File: config.mk
export PLATFORM = sky130hd
export DESIGN_NAME = serial_adder_seq
export DESIGN_NICKNAME = d
export VERILOG_FILES = /design/src/rtl/serial_adder_seq.sv
export SDC_FILE = /design/constraint.sdc
export NUM_CORES = 1
export LEC_CHECK = 0
export CAP_MARGIN = 20
export CORE_UTILIZATION = 54
export DETAILED_ROUTE_END_ITERATION = 8
export PLACE_DENSITY = 0.83
export SLEW_MARGIN = 20
export SYNTH_ARGS = -nofsm -noshare
export SYNTH_HDL_FRONTEND = slang
export SYNTH_SLANG_ARGS = --single-unit
File: constraint.sdc
create_clock -name clk -period 2.68 [get_ports clk]
set_clock_uncertainty 0.15 [all_clocks]
set_input_delay 0.536 -clock clk [delete_from_list [all_inputs] [get_ports clk]]
set_output_delay 0.536 -clock clk [all_outputs]
set_load 0.03 [all_outputs]
File: src/rtl/serial_adder_seq.sv
// serial_adder_seq: multi-cycle adder, DIGIT bits per clock with a rippled carry.
// start/busy/done handshake; sum/carry only ever show completed results.
module serial_adder_seq #(
  parameter int WIDTH = 8,
  parameter int DIGIT = 1
) (
  input  logic             clk,
  input  logic             rst_n,
  input  logic             start,
  input  logic [WIDTH-1:0] a,
  input  logic [WIDTH-1:0] b,
  input  logic             cin,
  output logic             busy,
  output logic             done,
  output logic [WIDTH-1:0] sum,
  output logic             carry
);

  localparam int K  = WIDTH / DIGIT;
  localparam int CW = $clog2(K + 1);

  if (WIDTH < 1 || DIGIT < 1 || DIGIT > WIDTH ||
      (WIDTH % DIGIT) != 0) begin : g_bad_params
    $error("serial_adder_seq: illegal WIDTH/DIGIT");
  end

  typedef enum logic [1:0] {
    IDLE,
    RUN,
    DONE
  } state_t;

  state_t           state_q, state_d;
  logic [WIDTH-1:0] a_q, a_d;
  logic [WIDTH-1:0] b_q, b_d;
  logic [WIDTH-1:0] acc_q, acc_d;
  logic [WIDTH-1:0] sum_q, sum_d;
  logic             c_q, c_d;
  logic             carry_q, carry_d;
  logic [CW-1:0]    cnt_q, cnt_d;

  logic [DIGIT:0]   dsum;
  logic [WIDTH-1:0] dig_top;
  logic [WIDTH-1:0] acc_nxt;
  logic             last;

  // One digit step: low digit of each operand plus the rippled carry.
  always_comb begin
    dsum = {1'b0, a_q[DIGIT-1:0]}
         + {1'b0, b_q[DIGIT-1:0]}
         + {{DIGIT{1'b0}}, c_q};
    dig_top = WIDTH'(dsum[DIGIT-1:0]) << (WIDTH - DIGIT);
    acc_nxt = (acc_q >> DIGIT) | dig_top;
    last    = (cnt_q == CW'(K - 1));
  end

  always_comb begin
    state_d = state_q;
    a_d     = a_q;
    b_d     = b_q;
    acc_d   = acc_q;
    sum_d   = sum_q;
    c_d     = c_q;
    carry_d = carry_q;
    cnt_d   = cnt_q;
    unique case (state_q)
      IDLE, DONE: begin
        if (start) begin
          a_d     = a;
          b_d     = b;
          c_d     = cin;
          acc_d   = '0;
          cnt_d   = '0;
          state_d = RUN;
        end else begin
          state_d = IDLE;
        end
      end
      RUN: begin
        a_d   = a_q >> DIGIT;
        b_d   = b_q >> DIGIT;
        acc_d = acc_nxt;
        c_d   = dsum[DIGIT];
        cnt_d = cnt_q + 1'b1;
        if (last) begin
          sum_d   = acc_nxt;
          carry_d = dsum[DIGIT];
          state_d = DONE;
        end
      end
      default: state_d = IDLE;
    endcase
  end

  always_ff @(posedge clk or negedge rst_n) begin
    if (!rst_n) begin
      state_q <= IDLE;
      a_q     <= '0;
      b_q     <= '0;
      acc_q   <= '0;
      sum_q   <= '0;
      c_q     <= 1'b0;
      carry_q <= 1'b0;
      cnt_q   <= '0;
    end else begin
      state_q <= state_d;
      a_q     <= a_d;
      b_q     <= b_d;
      acc_q   <= acc_d;
      sum_q   <= sum_d;
      c_q     <= c_d;
      carry_q <= carry_d;
      cnt_q   <= cnt_d;
    end
  end

  assign busy  = (state_q == RUN);
  assign done  = (state_q == DONE);
  assign sum   = sum_q;
  assign carry = carry_q;

endmodule

After elaboration in Yosys (flattened, before gate mapping)
Cells that the tools add are included.
{"block": "op_classes", "addsub": 3, "multipliers": 0, "div": 0, "order_cmp": 0, "eq_ne": 5, "n_shift": 0, "mux": 13, "n_bitwise": 1, "n_reduce_logical": 5}
{"cell": "$pmux 8 s2", "n": 3}
{"cell": "$mux 8", "n": 3}
{"cell": "$or 7x8->8", "n": 1}
{"cell": "$pmux 4 s2", "n": 1}
{"cell": "$add 4x1->4 const B", "n": 1}
{"cell": "$eq 4x3->1 const B", "n": 1}
{"cell": "$mux 4", "n": 1}
{"cell": "$pmux 2 s2", "n": 1}
{"cell": "$reduce_and 2->1", "n": 2}
{"cell": "$add 1x1->2", "n": 1}
{"cell": "$add 2x1->2", "n": 1}
{"cell": "$eq 2x1->1 const B", "n": 1}
{"cell": "$eq 2x2->1 const B", "n": 1}
{"cell": "$logic_not 2->1", "n": 1}
{"cell": "$mux 1", "n": 2}
{"cell": "$mux 2", "n": 1}
{"cell": "$ne 2x1->1 const B", "n": 1}
{"cell": "$ne 2x2->1 const B", "n": 1}
{"cell": "$pmux 1 s2", "n": 1}
{"cell": "$reduce_bool 2->1", "n": 1}
{"cell": "$reduce_or 2->1", "n": 1}
{"block": "totals", "register_bits": 40, "latchBits": 0, "ramBits": 0, "mem_bits_ro": 0, "in_bits": 20, "wordCells": 35, "memories": 0}

Logic depth before layout (Yosys ltp)
Gate-level depths: netlist of the first run.
{"block": "depth", "ltp_word": 4, "ltp_mapped": 5}

Least setup slack after synthesis of the first run
Ideal clock, no wire load.
{"block": "synth_timing", "kind": "register -> output", "startpoint": "register state_q[1]", "endpoint": "output port busy", "arrival_time_ns": 1.046, "required_ns": 1.994, "path_slack_ns": 0.948, "path_stages_with_launch": 4, "n_path_buf": 2, "cell_sequence": "dfrtp_1 -> and2b_1 -> buf_2 -> buf_2"}
{"block": "synth_between", "elab_chain_cells": 1}
{"item": "from (decl)", "line": "33", "source": "state_t state_q, state_d;"}
{"item": "from (signal assigned)", "line": "106", "source": "state_q <= state_d;"}
{"item": "$eq 2x1->1", "line": "117", "source": "assign busy = (state_q == RUN);"}
{"item": "to (decl)", "line": "13", "source": "output logic busy,"}
No other way between the ends.

Final worst setup path of the first run
Same ends and word-level chain as after synthesis.

==> results of run 1 <==
## critical path, stage by stage, from the launching register on
cell	delay, ns
sky130_fd_sc_hd__dfrtp_1	0.40
sky130_fd_sc_hd__and2b_1	0.20
sky130_fd_sc_hd__clkdlybuf4s50_1	0.66
## path summary, 6_finish.rpt
check / end / depth (start not counted)
max in group asynchronous: c_q / 1
min in group clk: b_q[4] / 1
worst max-delay path: busy / 2
worst max register to register: acc_q[1] / 4
worst min register to register: b_q[4] / 1
worst min-delay path: cnt_q[2] / 1
## cell type report
cell class / instances / area share
repair buffers: 33 / 0.1593
clock buffers: 6 / 0.02572
multi-input cells: 68 / 0.2886
flip-flops and latches: 39 / 0.4893
well taps: 31 / 0.01945
clock inverters: 2 / 0.01757
## stage by stage
| step | power [W] | hold WS [ns] | cells |
|---|---|---|---|
| 3_3_place_gp | 0.002015 | 0.3097 | 171 |
| 6_report | 0.002485 | 0.1227 | 179 |
| 2_1_floorplan | 0.001755 | 0.09041 | 115 |
| 4_1_cts | 0.002493 | 0.1405 | 179 |
| 5_1_grt | 0.002633 | 0.1806 | 179 |
| 3_5_place_dp | 0.002079 | 0.3155 | 171 |
## power by group through the flow
stage / clock (W) / combinational [W] / sequential, W
floorplan: 0 / 0.000652 / 0.00110
global placement: 0 / 0.00101 / 0.00101
detailed placement: 0 / 0.00106 / 0.00102
CTS: 0.000422 / 0.00106 / 0.00101
global route: 0.000450 / 0.00114 / 0.00105
finish: 0.000415 / 0.00105 / 0.00102
## kinds of logic (layout without fill, tap and decap cells)
group | after synthesis | after routing
compound gates | 42 | 42
xor+xnor | 1 | 1
fa+ha+maj | 2 | 2
buf+inv | 8 | 41
flops | 39 | 39
mux | 11 | 11
simple gates | 12 | 12
## state kept, by name, summed over array words and instances, names as in the netlist
name,count
sum,8
b_q,8
state_q,2
a_q,8
cnt_q,4
carry,1
acc_q,7
c_q,1
## routing by layer
layer,track usage,share of wire
met5,0,0
met4,0.1533,0.027
met3,0.05300,0.038
met2,0.3265,0.49
met1,0.2760,0.44
## synth_stat cells
| library cell | instances |
|---|---|
| sky130_fd_sc_hd__nand2_1 | 3 |
| sky130_fd_sc_hd__nor3b_1 | 1 |
| sky130_fd_sc_hd__buf_2 | 6 |
| sky130_fd_sc_hd__fa_1 | 1 |
| sky130_fd_sc_hd__nor2b_1 | 3 |
| sky130_fd_sc_hd__nor2_2 | 1 |
| sky130_fd_sc_hd__nand4_1 | 1 |
| sky130_fd_sc_hd__buf_4 | 2 |
| sky130_fd_sc_hd__and2b_1 | 1 |
| sky130_fd_sc_hd__a22o_1 | 26 |
| sky130_fd_sc_hd__mux2_2 | 9 |
| sky130_fd_sc_hd__nor2_1 | 1 |
| sky130_fd_sc_hd__dfrtp_1 | 39 |
| sky130_fd_sc_hd__mux2i_1 | 2 |
| sky130_fd_sc_hd__a21o_1 | 15 |
| sky130_fd_sc_hd__xnor2_1 | 1 |
| sky130_fd_sc_hd__nand2b_1 | 1 |
| sky130_fd_sc_hd__o21ai_0 | 1 |
| sky130_fd_sc_hd__ha_1 | 1 |
## layout by cell type (no fill, tap or decap), drive strengths merged, types with 2 or more instances in the layout
| cell | count |
|---|---|
| mux2 | 9 |
| nor2 | 2 |
| clkbuf | 6 |
| nand2 | 3 |
| nor2b | 3 |
| dfrtp | 39 |
| a21o | 15 |
| clkdlybuf4s50 | 29 |
| buf | 4 |
| a22o | 26 |
| mux2i | 2 |
==> impl.org, run 1 <==
** Floorplan
- The die is 56.38 um tall.
- The floorplan has 19 rows.
- For this configuration, the core starts out at a cell density of 0.5740.
- During I/O placement, the number of pins put on the boundary was 31.
- The die covers 0.003178 mm^2.
- Area of the core :: 0.002781 mm^2
- In this run the horizontal extent of the chip is 56.38 um.

** CTS
- Clock tree synthesis inserted a total of 5 buffers.
- Hold repair after CTS inserted 0 buffers.
- Register clock-pin slew on the reported worst setup and hold paths :: 0.12 ns
- The clock drives 39 sinks.
- TritonCTS built the clock tree.
- Clock latency on the worst-skew pair, taken at its later pin, is 0.35 ns.
- Clock tree root driver cell :: sky130_fd_sc_hd__clkbuf_4
- Setup Fix Bufs, Post-CTS :: 0
- In this run the deepest clock path goes through 2 buffers.
- Once the clock tree was built, the resizer swapped 0 gates to a different size.
- Max H-tree Level :: 2

** Final layout
- The finished cells cover 0.001994 mm^2.
- Area growth from synthesis to layout :: 24.92%
- Nets@finish :: 169
- For this run, the share of the core covered by cells in the final layout is 0.7170.
- Across the whole layout, storage elements account for 975.9 um^2.
- In the final layout, the share of cells above drive strength 1 is 0.1486.
- Count of fill cells added during filler insertion :: 200
- Ant diodes :: 0
- In the final layout, the multi-input gates occupy 575.6 um^2.

** Synthesis
- sky130_fd_sc_hd__dfrtp_1 takes more of the synthesized area than any other cell.
- Warnings from Yosys :: 0
- After synthesis, the netlist uses 19 different library cells.
- Dominant combinational cell family by area after synthesis :: compound AO/OA/AOI/OAI gates
- Of the total synthesized cell area, the portion taken by full adders, half adders and majority gates is 0.02038.
- Synthesized area per cell :: 13.88 um^2
- Largest cells by area after synthesis :: sky130_fd_sc_hd__dfrtp_1 61%, sky130_fd_sc_hd__a22o_1 14%, sky130_fd_sc_hd__a21o_1 7.1%, sky130_fd_sc_hd__mux2_2 6.3%, sky130_fd_sc_hd__buf_2 1.9%
- After synthesis the netlist holds a flip-flop and latch count of 39.
- Count of mapped cells out of synthesis :: 115
- Synthesized cell area :: 0.001597 mm^2
- Portion of netlist area occupied by mux cells :: 0.07602
- Net Count, Synth :: 137
- Of the synthesized area, sequential elements account for 0.6113.
- Area share of the largest cell type after synthesis :: 0.6113
- The share of the synthesized area in compound gates (AO/OA/AOI/OAI) came to 0.2163.
- Of the total synthesized cell area, the portion taken by XOR and XNOR cells is 0.005486.
- Of the total synthesized cell area, the portion taken by AND, OR, NAND and NOR gates is 0.04232.

** Timing
- Setup violations remaining at the end of the flow were counted as 0.
- Slew @ Worst Pin :: 0.9291 ns
- The worst path in the final design needs a cycle of 2.303 ns, including I/O delays and setup.
- After routing, the total negative slack on setup checks comes to 0 ns.
- Final worst setup slack :: 0.3769 ns
- Setup repair after global routing left no endpoint under its margin.
- Timing would allow up to 0.4342 GHz.
- The total count of max-transition violations in the final report is 0.
- Final period utilization :: 0.8594
- The total count of hold-check failures in the final report was 0.
- The worst pin sits at a relative slew slack of 0.3799.

** Power and ir drop
- The share of total power dissipated in sequential elements is 0.409.
- Combinational fraction of design power :: 0.424
- Switching power :: 0.0008808 W
- The share of total power dissipated in the clock network is 0.167.
- IR analysis of the VDD net gives a maximum drop of 988.3 uV.
- Leakage power figure :: 0.9979 nW
- Cell Pwr Density :: 1246 mW/mm^2
- Of the total power, the share spent switching nets is 0.3545.
- The internal portion of the total power is 0.001604 W.

** Status
- The flow ran to the end, and the final reports show no timing, DRC or antenna violations.

** Critical path
- Critical path capture point type :: primary output
- Arrival time of data at the critical path endpoint :: 1.62 ns
- For the worst setup path, the data required time is 1.99 ns.
- Start of the worst register-to-register path :: state_q[0]
- Element type at the critical path start :: register
- Maximum fanout along the worst path :: 2
- Tracing the worst setup path back leads to its startpoint at state_q[1].
- Critical path class :: reg -> out
- Reg-to-reg slack, setup :: 0.64 ns

** Detailed routing
- Dividing the detail-routed via count by the number of cells gives 5.989.
- In this run the remaining antenna-violating nets after routing total 0.
- First-pass iteration count of the detailed router :: 4
- Vias :: 1072
- For this block, the initial DRC count from the detailed router was 53.
- Number of remaining DRC errors :: 0
- In the final routed layout, each cell accounts on average for 16.61 um.
- The final layout contains routed wiring with a total length of 2973 um.

** Placement
- Routability-driven placement finished with a final weighted congestion of 0.7443.
- The wire-length estimate of the detail-placed layout is 1937 um.
- Minimum setup slack after placement :: 0.3936 ns
- Placed cell areas :: 0.001908 mm^2
- # port buffers :: 30

** GRT
- Global-route wire length before repair :: 5002 um
- Maximum number of pins on one net before global-route repair :: 40
- The number of global-route vias before repair is 1073.
- Antenna violations before repair :: 0
- The total overflow left after global routing is 0.
- GRT Total Usage :: 0.2171

** Job
- Maximum capacitance violations :: 0

** Worst hold path
- The tightest min-delay check is of the in -> async type.
Note: power is estimated with default switching activity, not from simulation.
==> inputs of run 2 (changes only) <==
--- a/config.mk
+++ b/config.mk
@@ -5,7 +5,6 @@
 export SDC_FILE = /design/constraint.sdc
 export NUM_CORES = 1
 export LEC_CHECK = 0
-export CAP_MARGIN = 20
 export CORE_UTILIZATION = 54
 export DETAILED_ROUTE_END_ITERATION = 8
 export PLACE_DENSITY = 0.83
==> results of run 2 <==
Same layout as run 1: the final DEF is identical, and so are final timing and power.
